### src/rtl/ecc_secded_corr_pipe_if.sv
// ecc_secded_corr_pipe_if
// Bundles the upstream codeword channel, the downstream data channel, the
// error counters and the first-error log of ecc_secded_corr_pipe.
//   slave  : the pipeline side (drives in_rdy, out_*, counters, log_*)
//   master : the producer/consumer side (drives in_*, corr_en, out_rdy, clr)
interface ecc_secded_corr_pipe_if #(
  parameter int DATA_W = 32,
  parameter int CHK_W  = 6,
  parameter int TAG_W  = 8,
  parameter int CNT_W  = 16
);
  localparam int CW_W = DATA_W + CHK_W + 1;

  logic              in_vld;
  logic              in_rdy;
  logic [CW_W-1:0]   in_cw;
  logic [TAG_W-1:0]  in_tag;
  logic              corr_en;
  logic              out_vld;
  logic              out_rdy;
  logic [DATA_W-1:0] out_data;
  logic [TAG_W-1:0]  out_tag;
  logic              out_ce;
  logic              out_ue;
  logic [CHK_W-1:0]  out_syn;
  logic [CNT_W-1:0]  ce_cnt;
  logic [CNT_W-1:0]  ue_cnt;
  logic              log_vld;
  logic [TAG_W-1:0]  log_tag;
  logic [CHK_W-1:0]  log_syn;
  logic              log_ue;
  logic              clr;

  modport slave (
    input  in_vld, in_cw, in_tag, corr_en, out_rdy, clr,
    output in_rdy, out_vld, out_data, out_tag, out_ce, out_ue, out_syn,
           ce_cnt, ue_cnt, log_vld, log_tag, log_syn, log_ue
  );

  modport master (
    output in_vld, in_cw, in_tag, corr_en, out_rdy, clr,
    input  in_rdy, out_vld, out_data, out_tag, out_ce, out_ue, out_syn,
           ce_cnt, ue_cnt, log_vld, log_tag, log_syn, log_ue
  );
endinterface

### src/rtl/ecc_secded_corr_pipe.sv
// ecc_secded_corr_pipe
// Two-stage SECDED check-and-correct pipeline for Hamming codewords
// (check bits at power-of-two positions, overall parity in the MSB).
// Ports:
//   clk, rst : clock, asynchronous active-high reset
//   bus      : ecc_secded_corr_pipe_if.slave carrying in_* (codeword in),
//              out_* (corrected data, flags, syndrome), ce_cnt/ue_cnt
//              (saturating error counters), log_* (first-error log), clr.
// Handshake: a word transfers on any cycle where vld & rdy are both high;
// vld, once raised by a sender, is held with stable payload until taken;
// rdy may depend combinationally on the downstream rdy.
module ecc_secded_corr_pipe #(
  parameter int DATA_W = 32,
  parameter int CHK_W  = 6,
  parameter int TAG_W  = 8,
  parameter int CNT_W  = 16
) (
  input logic                     clk,
  input logic                     rst,
  ecc_secded_corr_pipe_if.slave   bus
);
  localparam int CW_W = DATA_W + CHK_W + 1;

  function automatic int min_chk(input int dw);
    int k = 1;
    while ((1 << k) < dw + k + 1) k++;
    return k;
  endfunction

  // Hamming position of the idx-th payload bit (skip power-of-two slots).
  function automatic int data_pos(input int idx);
    int cnt = 0;
    int pos = 0;
    for (int p = 1; p < CW_W; p++) begin
      if ((p & (p - 1)) != 0) begin
        if (cnt == idx) pos = p;
        cnt++;
      end
    end
    return pos;
  endfunction

  if (CHK_W != min_chk(DATA_W)) begin : g_bad_chk
    $error("CHK_W is not the minimal Hamming check width for DATA_W");
  end

  // Stage 1 registers
  logic              r1_vld;
  logic [CW_W-1:0]   r1_cw;
  logic [TAG_W-1:0]  r1_tag;
  logic [CHK_W-1:0]  r1_syn;
  logic              r1_par;
  logic              r1_corr;
  // Stage 2 registers
  logic              r2_vld;
  logic [DATA_W-1:0] r2_data;
  logic [TAG_W-1:0]  r2_tag;
  logic              r2_ce;
  logic              r2_ue;
  logic [CHK_W-1:0]  r2_syn;
  // Counters and log
  logic [CNT_W-1:0]  r_ce_cnt;
  logic [CNT_W-1:0]  r_ue_cnt;
  logic              r_log_vld;
  logic [TAG_W-1:0]  r_log_tag;
  logic [CHK_W-1:0]  r_log_syn;
  logic              r_log_ue;

  logic              w_s1_load;
  logic              w_s2_load;
  logic              w_acc;
  logic [CHK_W-1:0]  w_syn;
  logic              w_par;
  logic [CW_W-1:0]   w_flip;
  logic [CW_W-1:0]   w_cw_fix;
  logic [DATA_W-1:0] w_data;
  logic              w_ce;
  logic              w_ue;

  assign w_s2_load  = ~r2_vld | bus.out_rdy;
  assign w_s1_load  = ~r1_vld | w_s2_load;
  assign w_acc      = r2_vld & bus.out_rdy;
  assign bus.in_rdy = w_s1_load;

  // Syndrome = XOR of the positions of all set bits below the parity MSB.
  always_comb begin
    w_syn = '0;
    for (int p = 1; p < CW_W; p++) begin
      if (bus.in_cw[p-1]) w_syn = w_syn ^ CHK_W'(p);
    end
  end
  assign w_par = ^bus.in_cw;

  // One-hot flip mask; stays zero when the syndrome points past the word.
  always_comb begin
    w_flip = '0;
    for (int p = 1; p < CW_W; p++) begin
      w_flip[p-1] = (r1_syn == CHK_W'(p));
    end
  end

  always_comb begin
    w_ce     = 1'b0;
    w_ue     = 1'b0;
    w_cw_fix = r1_cw;
    if (r1_syn == '0) begin
      w_ce = r1_par;               // only the overall parity bit flipped
    end else if (!r1_par) begin
      w_ue = 1'b1;                 // double error
    end else if (w_flip != '0) begin
      if (r1_corr) begin
        w_ce     = 1'b1;
        w_cw_fix = r1_cw ^ w_flip;
      end else begin
        w_ue = 1'b1;
      end
    end else begin
      w_ue = 1'b1;                 // odd parity but syndrome out of range
    end
  end

  for (genvar gi = 0; gi < DATA_W; gi++) begin : g_ext
    assign w_data[gi] = w_cw_fix[data_pos(gi) - 1];
  end

  always_ff @(posedge clk or posedge rst) begin
    if (rst) begin
      r1_vld  <= 1'b0;
      r1_cw   <= '0;
      r1_tag  <= '0;
      r1_syn  <= '0;
      r1_par  <= 1'b0;
      r1_corr <= 1'b0;
    end else if (w_s1_load) begin
      r1_vld <= bus.in_vld;
      if (bus.in_vld) begin
        r1_cw   <= bus.in_cw;
        r1_tag  <= bus.in_tag;
        r1_syn  <= w_syn;
        r1_par  <= w_par;
        r1_corr <= bus.corr_en;
      end
    end
  end

  always_ff @(posedge clk or posedge rst) begin
    if (rst) begin
      r2_vld  <= 1'b0;
      r2_data <= '0;
      r2_tag  <= '0;
      r2_ce   <= 1'b0;
      r2_ue   <= 1'b0;
      r2_syn  <= '0;
    end else if (w_s2_load) begin
      r2_vld <= r1_vld;
      if (r1_vld) begin
        r2_data <= w_data;
        r2_tag  <= r1_tag;
        r2_ce   <= w_ce;
        r2_ue   <= w_ue;
        r2_syn  <= r1_syn;
      end
    end
  end

  // Counting and logging happen only on acceptance, so a stalled word is
  // seen exactly once. clr overrides any same-cycle update.
  always_ff @(posedge clk or posedge rst) begin
    if (rst) begin
      r_ce_cnt  <= '0;
      r_ue_cnt  <= '0;
      r_log_vld <= 1'b0;
      r_log_tag <= '0;
      r_log_syn <= '0;
      r_log_ue  <= 1'b0;
    end else if (bus.clr) begin
      r_ce_cnt  <= '0;
      r_ue_cnt  <= '0;
      r_log_vld <= 1'b0;
      r_log_tag <= '0;
      r_log_syn <= '0;
      r_log_ue  <= 1'b0;
    end else if (w_acc) begin
      if (r2_ce && (r_ce_cnt != '1)) r_ce_cnt <= r_ce_cnt + CNT_W'(1);
      if (r2_ue && (r_ue_cnt != '1)) r_ue_cnt <= r_ue_cnt + CNT_W'(1);
      if ((r2_ce || r2_ue) && !r_log_vld) begin
        r_log_vld <= 1'b1;
        r_log_tag <= r2_tag;
        r_log_syn <= r2_syn;
        r_log_ue  <= r2_ue;
      end
    end
  end

  assign bus.out_vld  = r2_vld;
  assign bus.out_data = r2_data;
  assign bus.out_tag  = r2_tag;
  assign bus.out_ce   = r2_ce;
  assign bus.out_ue   = r2_ue;
  assign bus.out_syn  = r2_syn;
  assign bus.ce_cnt   = r_ce_cnt;
  assign bus.ue_cnt   = r_ue_cnt;
  assign bus.log_vld  = r_log_vld;
  assign bus.log_tag  = r_log_tag;
  assign bus.log_syn  = r_log_syn;
  assign bus.log_ue   = r_log_ue;
endmodule
### src/flat_wrapper.sv
// flat-port wrapper written by rule: the top's interface ports become plain ports
module ecc_secded_corr_pipe_flat 
#(
  parameter int DATA_W = 32,
  parameter int CHK_W  = 6,
  parameter int TAG_W  = 8,
  parameter int CNT_W  = 16
)
  (clk, rst, bus_in_vld, bus_in_cw, bus_in_tag, bus_corr_en, bus_out_rdy, bus_clr, bus_in_rdy, bus_out_vld, bus_out_data, bus_out_tag, bus_out_ce, bus_out_ue, bus_out_syn, bus_ce_cnt, bus_ue_cnt, bus_log_vld, bus_log_tag, bus_log_syn, bus_log_ue);
  ecc_secded_corr_pipe_if #(.DATA_W(DATA_W), .CHK_W(CHK_W), .TAG_W(TAG_W), .CNT_W(CNT_W)) bus_i ();
  input logic clk;
  input logic rst;
  input wire logic [$bits(bus_i.in_vld)-1:0] bus_in_vld;
  input wire logic [$bits(bus_i.in_cw)-1:0] bus_in_cw;
  input wire logic [$bits(bus_i.in_tag)-1:0] bus_in_tag;
  input wire logic [$bits(bus_i.corr_en)-1:0] bus_corr_en;
  input wire logic [$bits(bus_i.out_rdy)-1:0] bus_out_rdy;
  input wire logic [$bits(bus_i.clr)-1:0] bus_clr;
  output wire logic [$bits(bus_i.in_rdy)-1:0] bus_in_rdy;
  output wire logic [$bits(bus_i.out_vld)-1:0] bus_out_vld;
  output wire logic [$bits(bus_i.out_data)-1:0] bus_out_data;
  output wire logic [$bits(bus_i.out_tag)-1:0] bus_out_tag;
  output wire logic [$bits(bus_i.out_ce)-1:0] bus_out_ce;
  output wire logic [$bits(bus_i.out_ue)-1:0] bus_out_ue;
  output wire logic [$bits(bus_i.out_syn)-1:0] bus_out_syn;
  output wire logic [$bits(bus_i.ce_cnt)-1:0] bus_ce_cnt;
  output wire logic [$bits(bus_i.ue_cnt)-1:0] bus_ue_cnt;
  output wire logic [$bits(bus_i.log_vld)-1:0] bus_log_vld;
  output wire logic [$bits(bus_i.log_tag)-1:0] bus_log_tag;
  output wire logic [$bits(bus_i.log_syn)-1:0] bus_log_syn;
  output wire logic [$bits(bus_i.log_ue)-1:0] bus_log_ue;
  assign bus_i.in_vld = bus_in_vld;
  assign bus_i.in_cw = bus_in_cw;
  assign bus_i.in_tag = bus_in_tag;
  assign bus_i.corr_en = bus_corr_en;
  assign bus_i.out_rdy = bus_out_rdy;
  assign bus_i.clr = bus_clr;
  assign bus_in_rdy = bus_i.in_rdy;
  assign bus_out_vld = bus_i.out_vld;
  assign bus_out_data = bus_i.out_data;
  assign bus_out_tag = bus_i.out_tag;
  assign bus_out_ce = bus_i.out_ce;
  assign bus_out_ue = bus_i.out_ue;
  assign bus_out_syn = bus_i.out_syn;
  assign bus_ce_cnt = bus_i.ce_cnt;
  assign bus_ue_cnt = bus_i.ue_cnt;
  assign bus_log_vld = bus_i.log_vld;
  assign bus_log_tag = bus_i.log_tag;
  assign bus_log_syn = bus_i.log_syn;
  assign bus_log_ue = bus_i.log_ue;
  ecc_secded_corr_pipe #(.DATA_W(DATA_W), .CHK_W(CHK_W), .TAG_W(TAG_W), .CNT_W(CNT_W)) u_core (.clk(clk), .rst(rst), .bus(bus_i));
endmodule
### config.mk
export PLATFORM = sky130hd
export DESIGN_NAME = ecc_secded_corr_pipe_flat
export DESIGN_NICKNAME = d
export VERILOG_FILES = /design/src/rtl/ecc_secded_corr_pipe_if.sv /design/src/rtl/ecc_secded_corr_pipe.sv /design/src/flat_wrapper.sv
export SDC_FILE = /design/constraint.sdc
export NUM_CORES = 1
export LEC_CHECK = 0
export CAP_MARGIN = 5
export CORE_ASPECT_RATIO = 0.9
export CORE_UTILIZATION = 52
export DETAILED_ROUTE_END_ITERATION = 6
export PLACE_DENSITY = 0.87
export SLEW_MARGIN = 20
export SYNTH_ARGS = -nofsm -noshare
export SYNTH_HDL_FRONTEND = slang
export SYNTH_SLANG_ARGS = --single-unit
### constraint.sdc
create_clock -name clk -period 6.52 [get_ports clk]
set_clock_uncertainty 0.2 [all_clocks]
set_input_delay 1.63 -clock clk [delete_from_list [all_inputs] [get_ports clk]]
set_output_delay 1.63 -clock clk [all_outputs]
set_load 0.1 [all_outputs]
==> qor.yml <==
status: "completed"
first_iter_violations: 520
track_usage_pct: 25.6
setup_viol: 0
holdCritPathClass: "flop to flop"
cts_resized: 0
place_hpwl_um: 12300
hold_violations: 0
routed_wl_um: 17200
dieHeight_um: 113
hold_slack_ps: 267
via_count: 5434
worstPathArrival_ps: 2670
cts_setup_buffers: 0
synthCells: 674
grt_pass1_vias: 5253
fin_setup_tns_ps: 0
cp_max_fo: 5
cts_sinks: 146
cts_max_level: 4
fill_cells: 974
die_area_um2: 14300
cts_hold_buf: 0
grt_overflow: 0
synth_seq_cells: 146
max_freq_mhz: 222
cellPowerDensity_nw_per_um2: 387
required_ps: 4690
clock-root-buffer: "clkbuf_16"
worst_pin_slew_ps: 1030
drv_cap: 0
finalNetCount: 875
drt-vias-per-instance: 5.43
yosysWarnings: 0
drive_gt1_share_pct: 10.3
startpoint_type: "input pin"
syn_to_final_growth_pct: 31.0
synthArstFlopShare_pct: 100
synth.distinct_cells: 42
ys.flop_type: "dfrtp_1"
fin_crit_sh_pct: 69.0
grt_max_degree: 115
ios: 151
clk_pin_slew_ps: 60
detail_route.wl_per_cell_um: 17.2
row_count: 40
synthesis.area_um2: 7170
portBuffers: 150
clockBufferDepth: 2
syn_area_per_cell_um2: 10.6
firstDrtPassIters: 5
antenna_found_initial: 0
tritoncts: "done"
slew_headroom_pct: 30.9
end_kind: "primary output"
leakage_nw: 3.88
rsz0062_at_grt: "false"
diodes: 0
synth_edf_count: 0
grt_pass1_wl_um: 27800
seq_area_frac_synth_pct: 51.0
maxSlewViolCount: 0
peakVddDrop_uv: 316
ant_nets: 0
core_area_um2: 13400
die_w_um: 126
critPathKind: "input pin to primary output"
globalplace.congestion: 0.822
clock_latency_ps: 420
layout_min_cycle_time_ps: 4500
syn-num-nets: 729
drcViolationCount: 0
numCtsBuffers: 17
floorplan.initialDensity_pct: 53.5
stage by stage:
step	instance area, um^2	total power, mW	utilization (%)	std cells	setup WS (ps)
after floorplan	7170	2.32	-	674	767
after global placement	8820	2.68	65.7	969	2050
after detailed placement	8820	2.71	65.7	969	2040
after CTS	9390	3.66	70.0	1000	2020
after global routing	9390	3.79	70.0	1000	1970
final	9390	3.64	70.0	1000	2020
final timing paths:
kind | slack, ps | depth (start not counted) | endpoint | start
min | 270 | 2 | u_core.bus.out_tag[5]$_DFFE_PP0P_ | u_core.r1_tag[5]$_DFFE_PP0P_
max | 2020 | 3 | bus_in_rdy | bus_out_rdy
max in group asynchronous | 3600 | 3 | u_core.r1_syn[2]$_DFFE_PP0P_ | rst
min in group asynchronous | 1560 | 2 | u_core.bus.out_data[1]$_DFFE_PP0P_ | rst
max reg2reg | 3990 | 6 | u_core.bus.ce_cnt[1]$_DFFE_PP0P_ | u_core.bus.ce_cnt[0]$_DFFE_PP0P_
min reg2reg | 270 | 2 | u_core.bus.out_tag[5]$_DFFE_PP0P_ | u_core.r1_tag[5]$_DFFE_PP0P_
where the power goes:
part,internal (mW),switching [mW]
logic,0.441,1.04
registers,1.06,0.154
clock network,0.578,0.366
total,2.08,1.56
metal layers:
| metal | up-vias | track usage (%) | routed length (um) |
|---|---|---|---|
| li1 | 2570 | - | - |
| met1 | 2653 | 36.4 | 7960 |
| met5 | - | 0 | 0 |
| met3 | 23 | 4.92 | 868 |
| met4 | 0 | 9.72 | 256 |
| met2 | 188 | 39.4 | 8130 |
registers in the layout, indices dropped and copies added (netlist names), 8 cells and up:
register and count:
u_core.bus.ue_cnt 16, u_core.r1_cw 32, u_core.bus.ce_cnt 16, u_core.r1_tag 8
u_core.bus.log_tag 8, u_core.bus.out_tag 8, u_core.bus.out_data 32
area by class of cell:
class	count	area (um^2)	share of cell area [%]
Clock inverter	10	110	1.17
Multi-Input combinational cell	494	3390	36.1
Tap cell	168	210	2.24
Inverter	7	33.8	0.360
Timing Repair Buffer	154	1530	16.3
Sequential cell	146	3650	38.9
Clock buffer	21	460	4.90
logic make-up (layout without fill, tap and decap cells):
logic type,Yosys count,count (layout),synth area share [%]
and+or+nand+nor,251,251,16.0
DFF,146,146,51.0
xor gates and xnor gates,120,120,17.1
AOI/OAI and AO/OA,62,62,4.78
muxes,59,59,8.99
buffers and inverters,34,192,1.80
adders and majority gates,2,2,0.349
worst max-delay path, cell delays in order:
cell and delay, ps:
clkdlybuf4s50_1 530, nand3b_1 190, buf_4 320
synthesized netlist by cell type (3+ instances only):
cell | n | area share, %
nor2_1 | 74 | 3.9
or3_1 | 3 | 0.26
nor4b_1 | 4 | 0.49
o21ai_1 | 17 | 1.2
o211ai_1 | 4 | 0.42
nand4_1 | 7 | 0.61
and3_1 | 8 | 0.70
mux2_2 | 43 | 6.8
dfrtp_1 | 146 | 51
nand2_1 | 99 | 5.2
and4_1 | 3 | 0.37
xor2_1 | 18 | 2.2
a21oi_1 | 6 | 0.42
inv_1 | 7 | 0.37
nand3_1 | 11 | 0.77
nand2b_1 | 7 | 0.61
xnor3_2 | 3 | 0.99
nor3_1 | 12 | 0.84
mux2i_1 | 16 | 2.2
clkbuf_1 | 26 | 1.4
nor4_1 | 10 | 0.87
xnor2_1 | 89 | 11
xnor3_1 | 9 | 2.8
o21ai_0 | 28 | 2.0
cells in the final DEF (no fill, tap or decap), types with 11 or more instances in the layout:
cell,Yosys,layout
dfrtp_1,146,146
nor2_1,74,73
nor3_1,12,12
xor2_1,18,18
clkdlybuf4s50_1,0,149
o21ai_1,17,17
o21ai_0,28,28
nand2_1,99,97
clkbuf_16,0,17
nand3_1,11,11
mux2i_1,16,16
mux2_2,43,43
xnor2_1,89,89
Note: power is estimated with default switching activity, not from simulation.
